--- src/rtl/pixel_link_pkg.sv ---
// ============================================================================
// Module : pixel_link_pkg
// Brief  : Shared state, line-level and rate definitions for the PMod LED-array
//          pixel link (writer and receiver).
// Rev    : 1.0  initial release
// ============================================================================
`default_nettype none

package pixel_link_pkg;

   typedef enum logic [0:0] {
      IDLE = 1'b0,
      RECV = 1'b1
   } link_state_t;

   localparam logic LINK_IDLE_LEVEL   = 1'b1;

   localparam int   CLK_IN_RATE_HZ    = 12_000_000;
   localparam int   CLK_PIXEL_RATE_HZ = 1_000_000;

   // Counter width able to hold 0..n-1, never narrower than one bit.
   function automatic int count_width(input int n);
      return (n <= 2) ? 1 : $clog2(n);
   endfunction

endpackage : pixel_link_pkg

`default_nettype wire

--- src/rtl/pixel_link_rx_sync.sv ---
// ============================================================================
// Module : link_line_sync
// Brief  : Multi-flop synchroniser plus one history flop for a link pin; all
//          flops reset to the idle line level.
// Rev    : 1.0  initial release
// ============================================================================
`default_nettype none

module link_line_sync
   import pixel_link_pkg::*;
#(
   parameter int SYNC_STAGES = 2
) (
   input  logic clk,
   input  logic reset,
   input  logic pin,
   output logic s,
   output logic p
);

   localparam int c_STAGES = (SYNC_STAGES < 2) ? 2 : SYNC_STAGES;

   logic [c_STAGES-1:0] r_sync;
   logic                r_hist;

   always_ff @(posedge clk) begin
      if (reset) begin
         r_sync <= {c_STAGES{LINK_IDLE_LEVEL}};
         r_hist <= LINK_IDLE_LEVEL;
      end else begin
         r_sync <= {r_sync[c_STAGES-2:0], pin};
         r_hist <= r_sync[c_STAGES-1];
      end
   end

   assign s = r_sync[c_STAGES-1];
   assign p = r_hist;

endmodule : link_line_sync

`default_nettype wire

--- src/rtl/pixel_link_rx.sv ---
// ============================================================================
// Module : pixel_link_rx
// Brief  : Two-wire LED-array link receiver: start/stop detection, LSB-first
//          byte deserialisation, inactivity timeout and framing-error flags.
// Rev    : 1.0  initial release
// ============================================================================
`default_nettype none

module pixel_link_rx
   import pixel_link_pkg::*;
#(
   parameter int SYNC_STAGES    = 2,
   parameter int TIMEOUT_CYCLES = 1200
) (
   input  logic       clk,
   input  logic       reset,
   input  logic       d_clk,
   input  logic       d_in,
   output logic [7:0] value,
   output logic       valid,
   output logic       first,
   output logic       busy,
   output logic       frame_err,
   output logic [7:0] byte_count
);

   localparam int                 c_TMO_W    = count_width(TIMEOUT_CYCLES);
   localparam logic [c_TMO_W-1:0] c_TMO_LAST = c_TMO_W'(TIMEOUT_CYCLES - 1);
   localparam logic [c_TMO_W-1:0] c_TMO_ONE  = c_TMO_W'(1);

   logic w_s_clk, w_p_clk, w_s_dat, w_p_dat;
   logic w_clk_rise, w_start, w_stop, w_line_edge;

   link_state_t        r_state;
   logic [7:0]         r_shift;
   logic [2:0]         r_bit_cnt;
   logic               r_first_pend;
   logic [c_TMO_W-1:0] r_tmo;
   logic               r_byte_done;
   logic [7:0]         r_value;
   logic               r_valid;
   logic               r_first;
   logic               r_frame_err;
   logic [7:0]         r_byte_count;

   link_line_sync #(.SYNC_STAGES(SYNC_STAGES)) u_sync_clk (
      .clk   (clk),
      .reset (reset),
      .pin   (d_clk),
      .s     (w_s_clk),
      .p     (w_p_clk)
   );

   link_line_sync #(.SYNC_STAGES(SYNC_STAGES)) u_sync_dat (
      .clk   (clk),
      .reset (reset),
      .pin   (d_in),
      .s     (w_s_dat),
      .p     (w_p_dat)
   );

   // Start/stop need the clock high in both samples, so a data change that
   // lands together with a clock change is never a frame delimiter.
   assign w_clk_rise  = w_s_clk & ~w_p_clk;
   assign w_start     = w_p_clk & w_s_clk &  w_p_dat & ~w_s_dat;
   assign w_stop      = w_p_clk & w_s_clk & ~w_p_dat &  w_s_dat;
   assign w_line_edge = (w_s_clk ^ w_p_clk) | (w_s_dat ^ w_p_dat);

   always_ff @(posedge clk) begin
      if (reset) begin
         r_state      <= IDLE;
         r_shift      <= 8'h00;
         r_bit_cnt    <= 3'd0;
         r_first_pend <= 1'b0;
         r_tmo        <= '0;
         r_byte_done  <= 1'b0;
         r_value      <= 8'h00;
         r_valid      <= 1'b0;
         r_first      <= 1'b0;
         r_frame_err  <= 1'b0;
         r_byte_count <= 8'h00;
      end else begin
         r_valid     <= 1'b0;
         r_first     <= 1'b0;
         r_frame_err <= 1'b0;
         r_byte_done <= 1'b0;

         // Byte publication runs one cycle behind the final shift.
         if (r_byte_done) begin
            r_value      <= r_shift;
            r_valid      <= 1'b1;
            r_first      <= r_first_pend;
            r_first_pend <= 1'b0;
            if (r_byte_count != 8'hFF) begin
               r_byte_count <= r_byte_count + 8'd1;
            end
         end

         case (r_state)
            IDLE: begin
               if (w_start) begin
                  r_state      <= RECV;
                  r_bit_cnt    <= 3'd0;
                  r_byte_count <= 8'h00;
                  r_first_pend <= 1'b1;
                  r_tmo        <= '0;
               end
            end

            RECV: begin
               if (w_start) begin
                  r_bit_cnt    <= 3'd0;
                  r_byte_count <= 8'h00;
                  r_first_pend <= 1'b1;
                  r_tmo        <= '0;
                  r_frame_err  <= (r_bit_cnt != 3'd0);
               end else if (w_stop) begin
                  r_state     <= IDLE;
                  r_tmo       <= '0;
                  r_frame_err <= (r_bit_cnt != 3'd0);
               end else if (!w_line_edge && (r_tmo == c_TMO_LAST)) begin
                  r_state     <= IDLE;
                  r_tmo       <= '0;
                  r_frame_err <= 1'b1;
               end else begin
                  if (w_line_edge) begin
                     r_tmo <= '0;
                  end else begin
                     r_tmo <= r_tmo + c_TMO_ONE;
                  end
                  if (w_clk_rise) begin
                     r_shift   <= {w_s_dat, r_shift[7:1]};
                     r_bit_cnt <= r_bit_cnt + 3'd1;
                     if (r_bit_cnt == 3'd7) begin
                        r_byte_done <= 1'b1;
                     end
                  end
               end
            end

            default: begin
               r_state <= IDLE;
            end
         endcase
      end
   end

   assign value      = r_value;
   assign valid      = r_valid;
   assign first      = r_first;
   assign busy       = (r_state == RECV);
   assign frame_err  = r_frame_err;
   assign byte_count = r_byte_count;

endmodule : pixel_link_rx

`default_nettype wire

--- config.mk ---
export PLATFORM = sky130hd
export DESIGN_NAME = pixel_link_rx
export DESIGN_NICKNAME = d
export VERILOG_FILES = /design/src/rtl/pixel_link_pkg.sv /design/src/rtl/pixel_link_rx_sync.sv /design/src/rtl/pixel_link_rx.sv
export SDC_FILE = /design/constraint.sdc
export NUM_CORES = 1
export LEC_CHECK = 0
export ABC_AREA = 1
export CORE_MARGIN = 2
export CORE_UTILIZATION = 50
export DETAILED_ROUTE_END_ITERATION = 16
export PLACE_DENSITY = 0.86
export SKIP_CTS_REPAIR_TIMING = 1
export SYNTH_ARGS = -nofsm -noshare
export SYNTH_HDL_FRONTEND = slang
export SYNTH_SLANG_ARGS = --single-unit
--- constraint.sdc ---
create_clock -name clk -period 1.51 [get_ports clk]
set_input_delay 0.302 -clock clk [delete_from_list [all_inputs] [get_ports clk]]
set_output_delay 0.302 -clock clk [all_outputs]
set_load 0.02 [all_outputs]
==> results.yml, run 1 <==
clock_network:
  cts_root_buf: "clkbuf_8"
  cts_tree: "done"
  clockBufferDepth: 2
  ctsHtreeMaxLevel: 2
  path_clk_slew_ns: 0.09
  clk_latency_ns: 0.30
  numCtsBuffers: 5
  cts_sinks: 50
floorplanning:
  fp.dieH_um: 71.6
  die_x_um: 71.6
  die-area_um2: 5120
  start_util_pct: 52.1
  io_pins: 24
  fp-row-count: 24
  core_um2: 4380
setup_path:
  r2r_setup_slack_ns: 0.03
  crit_path_end_kind: "flip-flop"
  start_kind: "flip-flop"
  r2r_start: "u_sync_clk.p"
  worst-path-max-fanout: 6
  cp.required_ns: 1.72
  crit_type: "reg -> reg"
  r2r_cells: 9
  regToRegEndpoint: "r_shift[5]"
  arrival_ns: 1.69
pwr:
  pwr-share-seq_pct: 59.8
  switching_power_mw: 0.531
  powerDensity_nw_per_um2: 767
  p_total_mw: 2.24
  vdd_drop_max_uv: 560
  p_comb_share_pct: 6.7
  pwr-share-clk_pct: 33.5
  p_int_mw: 1.71
  switching_share_pct: 23.8
  leakagePower_nw: 1.56
sta:
  worst_pin_slew_ns: 0.350
  relSlewSlack_pct: 76.5
  fin_crit_ns: 1.48
  setup_ws_ns: 0.0315
  hold_viol: 0
  finalClockSkew_ns: 0.0120
  period_share_pct: 97.9
  max_clock_freq_mhz: 676
  rsz0062_at_grt: "yes"
  finalSetupViolCount: 0
  drv_slew: 0
grt:
  grt_usage_pct: 18.9
  grt_pass1_vias: 1918
  grt_pass1_wl_um: 7760
  grt_max_degree: 23
  grt_overflow: 0
  antenna_found_initial: 0
  met3_usage_pct: 4.50
  grt-busiest-layer: "met2"
  grt_util_met1_pct: 22.0
  grt_use_met2_pct: 32.3
cells_and_area:
  fin_util_pct: 66.6
  fin_area_um2: 2920
  diodes: 0
  nets: 359
  drive_above_1_share_pct: 17.2
  areaGrowthSynthToFinish_pct: 27.8
  fillers: 324
yosys:
  netlist_top_cells_area: "dfxtp_1 (44%), nand2_1 (12%), nor2_1 (7.2%)"
  synth_warnings: 0
  synth_top_area_share_pct: 43.8
  synthCells: 311
  synth_area_leader_cell: "dfxtp_1"
  yosysSeqAreaShare_pct: 43.8
  syn_area_um2: 2280
  syn_avg_cell_area_um2: 7.34
  ys_ff_latch: 50
  synth_nets: 322
  ys_types: 27
placed_design:
  dp_hpwl_um: 3070
  placed_area_um2: 2650
  gp_congestion: 0.850
  io_buffers: 23
  post-place-ws_ns: 0.00646
route:
  avgRoutedWirePerCell_um: 12.2
  via_per_inst: 5.25
  drc: 0
  drt_iter0_drc: 178
  antenna_left: 0
  wirelength_um: 4890
  dr.pass1.iters: 5
  vias: 2098
flow_run:
  drv_cap: 0
worst_hold_path:
  hold_end: "u_sync_dat.r_sync[1]"
  hold_path_class: "reg -> reg"
  hold-path-cell-count: 1
  hp-start: "u_sync_dat.r_sync[0]"
run_status:
  run_status: "finished clean"
## power groups by stage
stage	clock (mW)	sequential (mW)	combinational (mW)
final	0.750	1.34	0.149
after global routing	0.823	1.34	0.163
after CTS	0.772	1.34	0.129
after detailed placement	0	1.37	0.128
after global placement	0	1.37	0.125
after floorplan	0	1.37	0.0721
## flip-flops by register name, summed over array words and instances (netlist names), 2 cells and up
signal / cells
byte_count: 8
u_sync_clk.r_sync: 2
value: 8
r_bit_cnt: 3
u_sync_dat.r_sync: 2
r_tmo: 11
r_shift: 8
## layer usage
metal / share of wire [%] / vias up / wire, µm
met5: 0 / - / 0
met4: 1.8 / 0 / 90
met3: 4.3 / 6 / 211
met2: 51 / 52 / 2490
met1: 43 / 977 / 2090
li1: - / 1063 / -
## synth_stat cells (all sizes together)
| cell | instances |
|---|---|
| xnor2 | 3 |
| nand3 | 13 |
| inv | 37 |
| clkbuf | 5 |
| o21a | 3 |
| o31ai | 1 |
| o21ai | 13 |
| buf | 2 |
| dfxtp | 50 |
| nand2 | 77 |
| a21oi | 27 |
| nor3 | 2 |
| ha | 7 |
| nand4 | 9 |
| or2 | 5 |
| a21o | 1 |
| nor2 | 50 |
| xor2 | 6 |
## worst max-delay path, stage by stage (launching register included)
cell     delay (ns)
dfxtp_2        0.37
inv_2          0.03
ha_1           0.28
nand2_2        0.06
nor2_4         0.15
nand3_4        0.17
nand4_2        0.15
nand2_1        0.07
nand2_1        0.07
nor2_1         0.04
## worst max-delay path by stage
stage,from,to,cells past startpoint
after floorplan,byte_count[0],byte_count[2],8
after global placement,u_sync_clk.r_sync[1],r_tmo[0],7
after detailed placement,r_tmo[1],r_tmo[0],7
after CTS,byte_count[5],byte_count[5],1
after global routing,u_sync_clk.p,r_shift[5],9
final,u_sync_clk.p,r_shift[5],9
## final cells by class
class                           count  area (µm²)  area share, %
Multi-Input combinational cell    219        1220           42.0
Sequential cell                    50        1010           34.5
Timing Repair Buffer               35         395           13.6
Inverter                           37         141           4.85
Clock buffer                        5        68.8           2.36
Tap cell                           52        65.1           2.23
Clock inverter                      2        15.0          0.515
## cell families (layout without fill, tap and decap cells)
logic type	Yosys count	count (layout)	share of synthesized area, %
and+or+nand+nor	156	158	30.9
DFF	50	50	43.8
AOI/OAI and AO/OA	45	45	10.4
buffers and inverters	44	79	7.56
xor gates and xnor gates	9	9	3.45
adders and majority gates	7	7	3.84
## per-stage QoR
stage	instances	hold slack (ns)	TNS [ns]
6_report	400	0.415	0
5_1_grt	400	0.451	-0.241
4_1_cts	396	0.413	-1.45
3_5_place_dp	389	0.393	0
3_3_place_gp	389	0.391	0
2_1_floorplan	311	0.389	0
## placed cells by master (no fill, tap or decap), types with 7 or more instances in the layout
master | netlist | routed
nand3_1 | 12 | 9
inv_1 | 31 | 30
dfxtp_1 | 50 | 45
nand2_1 | 76 | 72
nor2_1 | 44 | 42
a21oi_1 | 27 | 27
o21ai_0 | 13 | 13
buf_4 | 0 | 10
nand4_1 | 7 | 7
dlymetal6s2s_1 | 0 | 20
Note: power is estimated with default switching activity, not from simulation.
==> run 2: changes to the inputs <==
Settings changed: PLACE_DENSITY 0.86 to default, PLACE_DENSITY_LB_ADDON from default to 0.2.
==> run 2 against run 1 <==
- the flow now finishes with violations (setup timing)
- sequential share of layout area shrank 1.0 points
- clock skew increased by 0.00054 ns
- non-clock buffer count increased by 3
- via count shrank 2.5%
- clock-buffer cell count did not move
- critical path depth unchanged
- worst hold slack improved by 0.0056 ns
- die area did not move
- critical path type unchanged
- critical endpoint is now r_shift[0]
- largest cell class unchanged
- largest power group unchanged
==> results.yml, run 2 (synthesis results as in run 1) <==
run_status:
  run_status: "finished, violations left"
  violations: "setup timing"
pwr:
  p_int_mw: 1.90
  switching_share_pct: 23.1
  switching_power_mw: 0.573
  vdd_drop_max_uv: 633
  pwr-share-seq_pct: 54.0
  powerDensity_nw_per_um2: 818
  leakagePower_nw: 1.59
  pwr-share-clk_pct: 39.2
  p_comb_share_pct: 6.8
route:
  antenna_left: 0
  dr.pass1.iters: 4
  vias: 2045
  via_per_inst: 5.06
  drt_iter0_drc: 108
  drc: 0
  wirelength_um: 4980
  avgRoutedWirePerCell_um: 12.3
setup_path:
  crit_path_end_kind: "flip-flop"
  r2r_setup_slack_ns: -0.03
  crit_type: "reg -> reg"
  worst-path-max-fanout: 8
  r2r_start: "u_sync_clk.p"
  critPathLaunch: "u_sync_clk.p"
  start_kind: "flip-flop"
  arrival_ns: 1.75
  regToRegEndpoint: "r_shift[0]"
  r2r_cells: 9
  cp.required_ns: 1.72
floorplanning:
  die_x_um: 71.6
  io_pins: 24
  die-area_um2: 5120
  core_um2: 4380
  fp-row-count: 24
  fp.dieH_um: 71.6
  start_util_pct: 52.1
sta:
  fin_crit_ns: 1.54
  finalClockSkew_ns: 0.0125
  rsz0062_at_grt: "yes"
  hold_viol: 0
  finalSetupViolCount: 1
  worst_pin_slew_ns: 0.329
  relSlewSlack_pct: 78.0
  setup_ws_ns: -0.0293
  drv_slew: 0
  period_share_pct: 102
  max_clock_freq_mhz: 650
placed_design:
  gp_congestion: 0.830
  post-place-cells: 390
  io_buffers: 23
  dp_hpwl_um: 3210
  post-place-ws_ns: -0.00815
cells_and_area:
  layout_common_cells: "nand2_1 (66), dfxtp_1 (42), nor2_1 (38)"
  instances_no_fill: 404
  drive_above_1_share_pct: 22.7
  diodes: 0
  largest_register_ffs: 11
  areaGrowthSynthToFinish_pct: 32.5
  regMostFlops: "r_tmo"
  nets: 362
  final_common_cell: "nand2_1"
  fillers: 353
clock_network:
  clk_latency_ns: 0.31
  cts_sinks: 50
  clockBufferDepth: 2
  path_clk_slew_ns: 0.10
  cts_root_buf: "clkbuf_8"
  cts_tree: "done"
  numCtsBuffers: 5
  ctsHtreeMaxLevel: 2
flow_run:
  drv_cap: 0
worst_hold_path:
  hp-start: "u_sync_clk.r_sync[0]"
  hold_path_class: "reg -> reg"
  hold-path-cell-count: 1
  hold_end: "u_sync_clk.r_sync[1]"
grt:
  antenna_found_initial: 0
  grt_overflow: 0
  grt_max_degree: 23
  grt_pass1_wl_um: 7760
  grt_usage_pct: 18.8
  grt_pass1_vias: 1780
[run 2: changes by cell type in the layout (fill, tap and decap cells not counted), moves of 2 or more]
cell	change
nand2_1	-6
nand2_2	+6
nor2_1	-4
nor2_2	+4
dfxtp_1	-3
buf_6	+2
clkinvlp_4	-2
dfxtp_2	+2
[run 2: worst max path at each step]
stage	endpoint	slack, ns	depth (start not counted)
final	r_shift[0]	-0.03	9
after global routing	r_shift[0]	-0.1	9
after CTS	byte_count[2]	-0.19	1
after detailed placement	r_shift[5]	-0.008	8
after global placement	r_tmo[0]	0.06	7
after floorplan	byte_count[2]	0.06	8
[run 2: final cells by class]
type	instances	area, µm²	share of cell area [%]
Clock buffer	5	68.8	2.27
Clock inverter	3	47.5	1.57
Inverter	37	141	4.67
Multi-Input combinational cell	219	1260	41.8
Sequential cell	50	1010	33.5
Tap cell	52	65.1	2.15
Timing Repair Buffer	38	425	14.1
[run 2: power by group through the flow]
stage | clock network (mW) | registers [mW] | logic (mW)
2_1_floorplan | 0 | 1.37 | 0.0721
3_3_place_gp | 0 | 1.37 | 0.129
3_5_place_dp | 0 | 1.37 | 0.131
4_1_cts | 0.989 | 1.34 | 0.132
5_1_grt | 1.03 | 1.34 | 0.181
6_report | 0.972 | 1.34 | 0.167
[run 2: stage by stage]
| step | power (mW) | hold slack, ns | cell area, µm² | setup TNS [ns] | util, % |
|---|---|---|---|---|---|
| 2_1_floorplan | 1.44 | 0.389 | 2280 | 0 | - |
| 3_3_place_gp | 1.50 | 0.392 | 2650 | 0 | 60.5 |
| 3_5_place_dp | 1.50 | 0.397 | 2650 | -0.00815 | 60.5 |
| 4_1_cts | 2.46 | 0.423 | 2770 | -1.83 | 63.2 |
| 5_1_grt | 2.55 | 0.438 | 3030 | -0.857 | 69.0 |
| 6_report | 2.48 | 0.420 | 3030 | -0.0293 | 69.0 |
[run 2: per-layer routing]
metal  global-route usage (%)  up-vias  part of all wire [%]
met5                        0        -                     0
met4                     5.03        0                   1.4
met3                     4.22        8                   3.1
met2                     31.4       33                    48
met1                     24.8      933                    47
li1                         -     1071                     -
[run 2: worst max-delay path: stages (launching register included)]
cell	delay (ns)
dfxtp_2	0.35
inv_2	0.04
ha_4	0.26
nand2_4	0.05
nor2_4	0.18
nand3_4	0.19
nand4_4	0.21
nand2_1	0.07
nand2_1	0.05
nor2_1	0.03
==> run 3: changes to the inputs <==
Settings changed: CTS_CLUSTER_DIAMETER from default to 200.
==> results of run 3 <==
The final DEF is identical to that of run 2; final timing and power are the same.
